==> config.mk <==
export PLATFORM = sky130hd
export DESIGN_NAME = cpu_sequencer
export DESIGN_NICKNAME = d
export VERILOG_FILES = /design/src/rtl/cpu_sequencer.sv
export SDC_FILE = /design/constraint.sdc
export NUM_CORES = 1
export LEC_CHECK = 0
export ABC_AREA = 1
export CAP_MARGIN = 0
export CORE_ASPECT_RATIO = 2
export CORE_MARGIN = 2
export CORE_UTILIZATION = 41
export CTS_CLUSTER_DIAMETER = 200
export DETAILED_ROUTE_END_ITERATION = 12
export PLACE_DENSITY = 0.82
export SLEW_MARGIN = 40
export SYNTH_ARGS = -nofsm -noshare
export SYNTH_HDL_FRONTEND = slang
export SYNTH_SLANG_ARGS = --single-unit
==> constraint.sdc <==
create_clock -name clk -period 1.8 [get_ports clk]
set_input_delay 0.36 -clock clk [delete_from_list [all_inputs] [get_ports clk]]
set_output_delay 0.36 -clock clk [all_outputs]
set_load 0.01 [all_outputs]
==> src/rtl/cpu_sequencer.sv <==
// Multi-cycle control sequencer for a four-opcode toy CPU: owns pc and ir and
// derives the datapath controls combinationally from the registered state.
module cpu_sequencer #(
  parameter int PROG_LEN = 32
) (
  input  logic       clk,
  input  logic       rst,
  input  logic       run,
  input  logic [7:0] instr_in,
  input  logic       alu_zero,
  input  logic       dmem_ready,
  output logic [7:0] pc,
  output logic [7:0] ir,
  output logic [1:0] rs,
  output logic [1:0] rt,
  output logic [1:0] rd,
  output logic [7:0] imm,
  output logic       reg_write,
  output logic       mem_read,
  output logic       mem_write,
  output logic       alu_src,
  output logic [2:0] state,
  output logic       halted
);
  typedef enum logic [2:0] {
    S_IDLE   = 3'd0,
    S_FETCH  = 3'd1,
    S_DECODE = 3'd2,
    S_EXEC   = 3'd3,
    S_MEM    = 3'd4,
    S_WB     = 3'd5,
    S_HALT   = 3'd6
  } state_t;

  typedef enum logic [1:0] {
    OP_ADD = 2'b00,
    OP_LW  = 2'b01,
    OP_SW  = 2'b10,
    OP_BEQ = 2'b11
  } op_t;

  // Nine bits so that PROG_LEN = 256 never halts an 8-bit pc.
  localparam logic [8:0] PROG_END = 9'(PROG_LEN);

  state_t     state_reg, state_next;
  logic [7:0] pc_reg, pc_next;
  logic [7:0] ir_reg, ir_next;
  op_t        op;
  logic       is_mem_op;

  assign op        = op_t'(ir_reg[7:6]);
  assign is_mem_op = (op == OP_LW) || (op == OP_SW);

  assign pc    = pc_reg;
  assign ir    = ir_reg;
  assign rs    = ir_reg[5:4];
  assign rt    = ir_reg[3:2];
  assign rd    = ir_reg[1:0];
  assign imm   = {{6{ir_reg[1]}}, ir_reg[1:0]};
  assign state = state_reg;

  always_ff @(posedge clk or posedge rst) begin
    if (rst) begin
      state_reg <= S_IDLE;
      pc_reg    <= 8'd0;
      ir_reg    <= 8'd0;
    end else begin
      state_reg <= state_next;
      pc_reg    <= pc_next;
      ir_reg    <= ir_next;
    end
  end

  always_comb begin
    state_next = state_reg;
    pc_next    = pc_reg;
    ir_next    = ir_reg;
    reg_write  = 1'b0;
    mem_read   = 1'b0;
    mem_write  = 1'b0;
    alu_src    = 1'b0;
    halted     = 1'b0;
    case (state_reg)
      S_IDLE: begin
        if (run) state_next = S_FETCH;
      end
      S_FETCH: begin
        if ({1'b0, pc_reg} >= PROG_END) begin
          state_next = S_HALT;
        end else begin
          ir_next    = instr_in;
          state_next = S_DECODE;
        end
      end
      S_DECODE: begin
        pc_next    = pc_reg + 8'd1;
        state_next = S_EXEC;
      end
      S_EXEC: begin
        alu_src = is_mem_op;
        case (op)
          OP_ADD: state_next = S_WB;
          OP_LW,
          OP_SW:  state_next = S_MEM;
          OP_BEQ: begin
            // pc already points past the branch, so this yields pc+1+imm.
            if (alu_zero) pc_next = pc_reg + imm;
            state_next = S_FETCH;
          end
          default: state_next = S_IDLE;
        endcase
      end
      S_MEM: begin
        alu_src   = is_mem_op;
        mem_read  = (op == OP_LW);
        mem_write = (op == OP_SW);
        if (dmem_ready) state_next = (op == OP_LW) ? S_WB : S_FETCH;
      end
      S_WB: begin
        reg_write  = 1'b1;
        state_next = S_FETCH;
      end
      S_HALT: begin
        halted = 1'b1;
        if (run) begin
          pc_next    = 8'd0;
          state_next = S_FETCH;
        end
      end
      default: state_next = S_IDLE;
    endcase
  end
endmodule

# Yosys cells after proc, flatten, opt, wreduce, memory -nomap -nowiden
# Cells that the tools add are included.
dict set report totals {
  ff_bits 19
  inputBits 13
  output_inout_bits 38
  elab_cells 46
}
dict set report op_classes {
  n_addsub 2
  order_cmp 1
  eq_ne 14
  mux 15
  bitwise_logic 1
  reduce_logical 10
}
# cell count
set ops {}
lappend ops {{2-to-1 mux 8 bit} 3}
lappend ops {{case mux 8 bit (3 select lines)} 1}
lappend ops {{case mux 3 bit (6 select lines)} 1}
lappend ops {{2-to-1 mux 3 bit} 4}
lappend ops {{== test 3 bit, second input constant} 3}
lappend ops {{case mux 3 bit (3 select lines)} 1}
lappend ops {{adder 8 x 1 -> 8 bit, second input constant} 1}
lappend ops {{adder 8 bit} 1}
lappend ops {{greater-or-equal comparator 8 x 6 -> 1 bit, second input constant} 1}
lappend ops {{!= test 2 bit, second input constant} 4}
lappend ops {{== test 3 x 2 -> 1 bit, second input constant} 2}
lappend ops {{OR reduction 2 bit} 3}
lappend ops {{2-to-1 mux 1 bit} 5}
lappend ops {{== test 2 bit, second input constant} 2}
lappend ops {{AND reduction 2 bit} 2}
lappend ops {{AND reduction 4 bit} 1}
lappend ops {{== test 3 x 1 -> 1 bit, second input constant} 1}
lappend ops {{logical NOT 3 bit} 1}
lappend ops {{nonzero test 3 bit} 1}
lappend ops {{== test 2 x 1 -> 1 bit, second input constant} 1}
lappend ops {{logical NOT 2 bit} 1}
lappend ops {{!= test 2 x 1 -> 1 bit, second input constant} 1}
lappend ops {{logical OR 1 bit} 1}
lappend ops {{inverter 1 bit} 1}

# Logic depth before layout (Yosys ltp)
dict set report logic_depth {
  ltp_word 4
  ltp_mapped 16
  ltp_nobuf 15
}

# Least setup slack after synthesis
# OpenSTA, ideal clock, no wires.
dict set report synth_timing {
  path_kind {register to register}
  start {reg ir_reg[1], in the netlist ir[1]}
  end {reg pc_reg[6], in the netlist pc[6]}
  setup_time_ns 0.117
  arrival_time_ns 1.743
  required_time_ns 1.683
  path_slack_ns -0.060
  stages_incl_launch_ff 9
  n_path_buf 0
  cell_sequence {dfrtp_1 -> inv_1 -> nor2_2 -> ha_1 -> or2_2 -> nand3_2 -> nand3_1 -> nand3_1 -> nand2_1}
}
dict set report synth_between {
  elab_chain_len 4
}
# element line
set synth_rtl {}
lappend synth_rtl {{start: declaration} 47} ;# logic [7:0] ir_reg, ir_next;
lappend synth_rtl {{start signal: assignment} 70} ;# ir_reg <= ir_next;
lappend synth_rtl {{adder 8 bit} 107} ;# if (alu_zero) pc_next = pc_reg + imm;
lappend synth_rtl {{2-to-1 mux 8 bit} 107}
lappend synth_rtl {{2-to-1 mux 8 bit} 101} ;# case (op)
lappend synth_rtl {{case mux 8 bit (3 select lines)} 83} ;# case (state_reg)
lappend synth_rtl {{end signal: assignment} 69} ;# pc_reg <= pc_next;
lappend synth_rtl {{end: declaration} 46} ;# logic [7:0] pc_reg, pc_next;
# No other way between the ends. The select of a mux whose other input is x is not followed.
# A chain may end at the register's enable or synchronous reset.

# Worst setup path in the final report
dict set report layout_timing {
  start {reg state_reg[2], in the netlist state[2]}
  end {reg pc_reg[4], in the netlist pc[4]}
}
dict set report layout_between {
  elab_chain_len 3
}
# element line
set layout_rtl {}
lappend layout_rtl {{start: declaration} 45} ;# state_t state_reg, state_next;
lappend layout_rtl {{start signal: assignment} 68} ;# state_reg <= state_next;
lappend layout_rtl {{== test 3 x 2 -> 1 bit or == test 3 bit (tied branches)} 83}
lappend layout_rtl {{!= test 2 bit (no source line) or nonzero test 3 bit (tied branches)} -}
lappend layout_rtl {{AND reduction 4 bit (no source line)} -}
# Several ways; a longest one is shown, not always the timed one.

==> flow_summary.ini <==
[clocking]
worstSkewPairLatency_ns = 0.26
cts-root-buf = clkbuf_8
htree_levels = 1
hold_buffers = 0
cts.sinks = 19
clk_pin_slew_ns = 0.07
clock_path_buffers = 2
numCtsBuffers = 3
cts_tree = built

[global_routing]
overflow = 0
grt_use_total = 0.211
antenna_found_initial = 0
grt_pass1_wl_um = 6290
grt_max_degree = 20
first_global_vias = 1539

[outcome]
status = complete, no violations

[logic_synthesis]
post-synth-top-area-cell = dfrtp_1
yosys-top-cells-area = dfrtp_1 32%, nand2_1 9.7%, buf_4 7.7%
ys.flop_type = dfrtp_1
syn_inst = 185
ys_async_sr_fraction = 1.00
synth_simple_gate_area_frac = 0.319
muxShareOfSynthArea = 0.0307
avgSynthCellArea_um2 = 7.92
synth_xor_area_frac = 0.00598
synth_warnings = 0
synth_edf_count = 0
syn_nets = 206
ys_seq_elements = 19
ys_seq_area_frac = 0.325
synth_top_family_by_area = simple AND/OR/NAND/NOR gates
netlist_area_mm2 = 0.00147
synth_fa_ha_area_frac = 0.0683
synth-compound-area-share = 0.0991
yosysTopAreaCellShare = 0.325
yosysUniqueCellTypes = 31

[critical_path]
crit_top_cell = nand2_2
path_buf_inv = 2
end_kind = flip-flop
max_stage_delay_ns = 0.43
startpoint_type = flip-flop
crit_family = simple AND/OR/NAND/NOR gates
slowest_stage = dfrtp_2
rr_worst_depth = 13
rr_endpoint = pc[4]
worstReg2RegStart = state[2]
crit_fanout = 4
worstPathArrival_ns = 1.89
required_ns = 1.95
path_cells = buf_6 > nor2_4 > nand2_2 > ha_4 > ha_4 > inv_2 > nand2_2 > nand2_2 > nand2_2 > nand2_2 > nand2_1 > nand2_1 > o22ai_2
r2r_slack_ns = 0.05
critPathKind = flip-flop to flip-flop

[sta]
timing.final.hold_violations = 0
rsz0062_at_grt = yes
final-setup-viol-count = 0
setup_ws_ns = 0.0547
slew_headroom = 0.685
period_minus_slack_ns = 1.75
clock.fmax_mhz = 573
finClkSkew_ns = 0.00185
report.final.slew_viol_count = 0
fin_crit_sh = 0.970
worstMarginPinSlew_ns = 0.467

[placement]
gp_congestion = 0.826
port_buffers = 50
hpwl_um = 2880
place_ws_ns = -0.0452

[floorplanning]
rows = 30
start_util = 0.429
core_mm2 = 0.00342
die-area_mm2 = 0.00410
io_pins = 51
die_w_um = 46.3
die_h_um = 88.5

[finish]
layout_common_cells = 38 x clkdlybuf4s50_1, 32 x nand2_1, 24 x buf_4
area_delta_synth_final_pct = 59.0
layout_commonest_cell = clkdlybuf4s50_1
drive_gt1_frac = 0.359
fillCellCount = 272
fin_nets = 273
antenna_cells = 0

[routing]
dr_total_vias = 1471
wl_um = 3960
wire_per_inst_um = 13.2
drc_errors = 0
ant_nets = 0
first_pass_iters = 4
via_per_inst = 4.92
drt_iter0_markers = 26

[power_and_ir_drop]
finalPower_w = 0.00442
ir_drop_uv = 1370
pwr_density_cell_mw_per_mm2 = 1900
power.leakage_nw = 1.11

[hold_path]
worstHoldPathType = input pin to async pin

[flow_run]
maxCapViolCount = 0
-- metal layers --
layer,wire length (µm),global-route usage,part of all wire
met1,1350,0.201,0.34
met2,2280,0.390,0.58
met3,171,0.0306,0.043
met4,152,0.132,0.038
met5,0,0,0
-- how the worst max path moves through the flow --
| stage | start | to | slack [ns] | cells past startpoint |
|---|---|---|---|---|
| 2_1_floorplan | state[0] | pc[4] | 0.02 | 15 |
| 3_3_place_gp | state[1] | alu_src | -0.009 | 6 |
| 3_5_place_dp | state[1] | alu_src | -0.05 | 6 |
| 4_1_cts | state[0] | alu_src | -0.02 | 5 |
| 5_1_grt | state[2] | pc[6] | -0.06 | 14 |
| 6_report | state[2] | pc[4] | 0.05 | 13 |
-- cell type report --
type / instances / area (µm²) / share of cell area
timing repair buffer: 78 / 719 / 0.309
multi-input combinational: 122 / 920 / 0.395
clock buffer: 4 / 45.0 / 0.0193
sequential: 19 / 480 / 0.206
inverter: 28 / 105 / 0.0451
tap: 48 / 60.1 / 0.0258
-- tightest hold or removal path, stage by stage --
cell	delay, ns
clkdlybuf4s50_1	0.39
inv_1	0.05
buf_4	0.25
-- cell families (layout without fill, tap and decap cells) --
family / after synthesis / in the layout
buffers and inverters: 44 / 110
AOI/OAI and AO/OA: 20 / 20
and+or+nand+nor: 89 / 89
adders and majority gates: 8 / 8
muxes: 4 / 4
xor gates and xnor gates: 1 / 1
DFF: 19 / 19
-- per-stage QoR --
step / instance area, µm² / hold slack [ns] / instances / util / TNS (ns)
2_1_floorplan: 1470 / 0.311 / 185 / - / 0
3_3_place_gp: 2070 / 0.517 / 288 / 0.606 / -0.00929
3_5_place_dp: 2070 / 0.528 / 288 / 0.606 / -0.0699
4_1_cts: 2200 / 0.425 / 297 / 0.643 / -0.0171
5_1_grt: 2330 / 0.464 / 299 / 0.682 / -0.110
6_report: 2330 / 0.416 / 299 / 0.682 / 0
-- synth_stat cells, types with 4 or more instances --
cell type,count
nand2_1,38
nand2_2,9
nor2_1,14
nand3_1,10
o21ai_1,4
dfrtp_1,19
ha_1,8
nand3_2,7
a21oi_1,6
inv_1,25
buf_4,15
mux2_2,4
-- power by group --
| group | internal, W | switching, W |
|---|---|---|
| Sequential | 0.000647 | 0.000233 |
| Combinational | 0.00164 | 0.00160 |
| Clock | 0.000158 | 0.000141 |
-- what timing repair did --
item,CTS,global route
setup endpoints to repair,9,13
pin swaps,8,13
resized for setup,19,36
setup buffers,5,3
No activity file was read; power rests on OpenSTA's default activity.
==> edit, RTL diff (same settings) <==
Remove the case item `OP_BEQ` of the case on `op`.
--- a/src/rtl/cpu_sequencer.sv
+++ b/src/rtl/cpu_sequencer.sv
@@ -104,7 +104,2 @@
           OP_SW:  state_next = S_MEM;
-          OP_BEQ: begin
-            // pc already points past the branch, so this yields pc+1+imm.
-            if (alu_zero) pc_next = pc_reg + imm;
-            state_next = S_FETCH;
-          end
           default: state_next = S_IDLE;
Check against the original RTL: not equivalent (Yosys sat finds a counterexample within 10 cycles, from zero or initial values and one cycle with rst high).
==> edit against the original RTL <==
Final cell count decreased by 22%; clock skew increased by 2.1 ps; synthesized area fell by 18%; routed wire length decreased by 31%; power fell by 35%; first-iteration DRC count rose by 19%; setup slack worse by 1.2 ps; sequential cell count unchanged; non-clock buffer count shrank 16; cell area decreased by 25%; highest routed layer unchanged.
==> edit: results (changes against the original RTL) <==
| Quantity | This run | Delta |
|:---|:---|:---|
| Post-cts sizing count | 9 | -10 |
| Post-synthesis area per instance | 7.75 µm² | -2.2% |
| Dpl hpwl | 2240 µm | -22% |
| Launching element of the worst setup path | state[0]$_DFFE_PP0P_ |  |
| Final GP Congestion | 0.912 | +10% |
| CTS buffer count | 3 | unchanged |
| First-pass GRT wire length | 4490 µm | -29% |
| Slew @ Worst Pin | 378 ps | -88.7 ps |
| Initial detailed-routing violation count | 31 | +19% |
| Reg power frac | 27.3% | +7.4 points |
| Top cells by count, synth | 37 x nand2_1, 24 x inv_1, 19 x dfrtp_1, 15 x buf_4, 15 x nor2_1 |  |
| Status | finished clean |  |
| Start-to-end type of the worst setup path | flip-flop to output pin |  |
| Final routed wire length divided by cell count | 11.7 µm | -11% |
| Dominant cells by area after synthesis | dfrtp_1 40%, nand2_1 12%, buf_4 9.4% |  |
| Vias/cell | 4.94 | +0.50% |
| Comb power frac | 62.7% | -11 points |
| Number of I/O port buffers | 49 | -2.0% |
| Total setup buffers inserted after CTS | 2 | -3 |
| Data arrival, critical path | 1390 ps | -500 ps |
| Max Fanout on Critical Path | 5 | +1 |
| Final Non-Filler Cells | 234 | -22% |
| Setup clock skew after layout | 3.93 ps | +2.07 ps |
| Yosys cell types | 19 | -39% |
| Leakage dissipation | 0.859 nW | -23% |
| Post-Synthesis Net Count | 174 | -16% |
| Switch share | 40.7% | -3.9 points |
| Net total in the final layout | 225 | -18% |
| Gr usage total | 16.7% | -4.4 points |
| Portion of the post-synthesis area used by sequential elements | 39.6% | +7.1 points |
| Via count of the first global-routing pass | 1144 | -26% |
| Ratio of cells with drive above 1 in the final layout | 15.6% | -20 points |
-- edit: worst max-delay path: stages (launching register included) --
cell and delay [ps]:
dfrtp_1 450, buf_4 160, clkdlybuf4s50_1 520
-- edit: area by class of cell --
cell class	count	area, µm²
well taps	29	36.3
repair buffers	62	581
multi-input cells	95	513
flip-flops and latches	19	475
fillers	243	1020
inverters	25	93.8
clock inverters	1	5.00
clock buffers	3	41.3
-- edit: final timing paths --
check	end	slack [ps]	depth (start not counted)
max	state[0]	50	2
min	ir[0]$_DFFE_PP0P_	420	3
max reg2reg	ir[6]$_DFFE_PP0P_	300	6
min reg2reg	ir[4]$_DFFE_PP0P_	520	2
max in group asynchronous	ir[6]$_DFFE_PP0P_	1180	3
min in group clk	ir[4]$_DFFE_PP0P_	520	2
-- edit: kinds of logic (layout without fill, tap and decap cells) --
kind of cell               Yosys count  after routing  share of synthesized area (%)
buffers and inverters               41             91                           18.1
xor gates and xnor gates             1              1                          0.729
AOI/OAI and AO/OA                   18             18                           10.5
and+or+nand+nor                     70             70                           24.8
adders and majority gates            6              6                           6.25
DFF                                 19             19                           39.6
-- edit: routing by layer --
| metal | routed length [µm] | GRT usage (%) | vias to the layer above |
|---|---|---|---|
| li1 | - | - | 570 |
| met1 | 953 | 15.6 | 534 |
| met2 | 1560 | 30.9 | 43 |
| met3 | 142 | 4.04 | 10 |
| met4 | 89 | 10.9 | 0 |
| met5 | 0 | 0 | - |
-- edit: stage by stage --
stage	worst slack, ps	TNS [ps]	hold WS (ps)	power (W)	cell area, µm²
finish	53.5	0	424	0.00289	1750
global route	-1.74	-1.74	465	0.00309	1750
CTS	8.93	0	436	0.00290	1750
detailed placement	5.91	0	497	0.00259	1690
global placement	46.8	0	494	0.00252	1690
floorplan	308	0	311	0.00180	1200
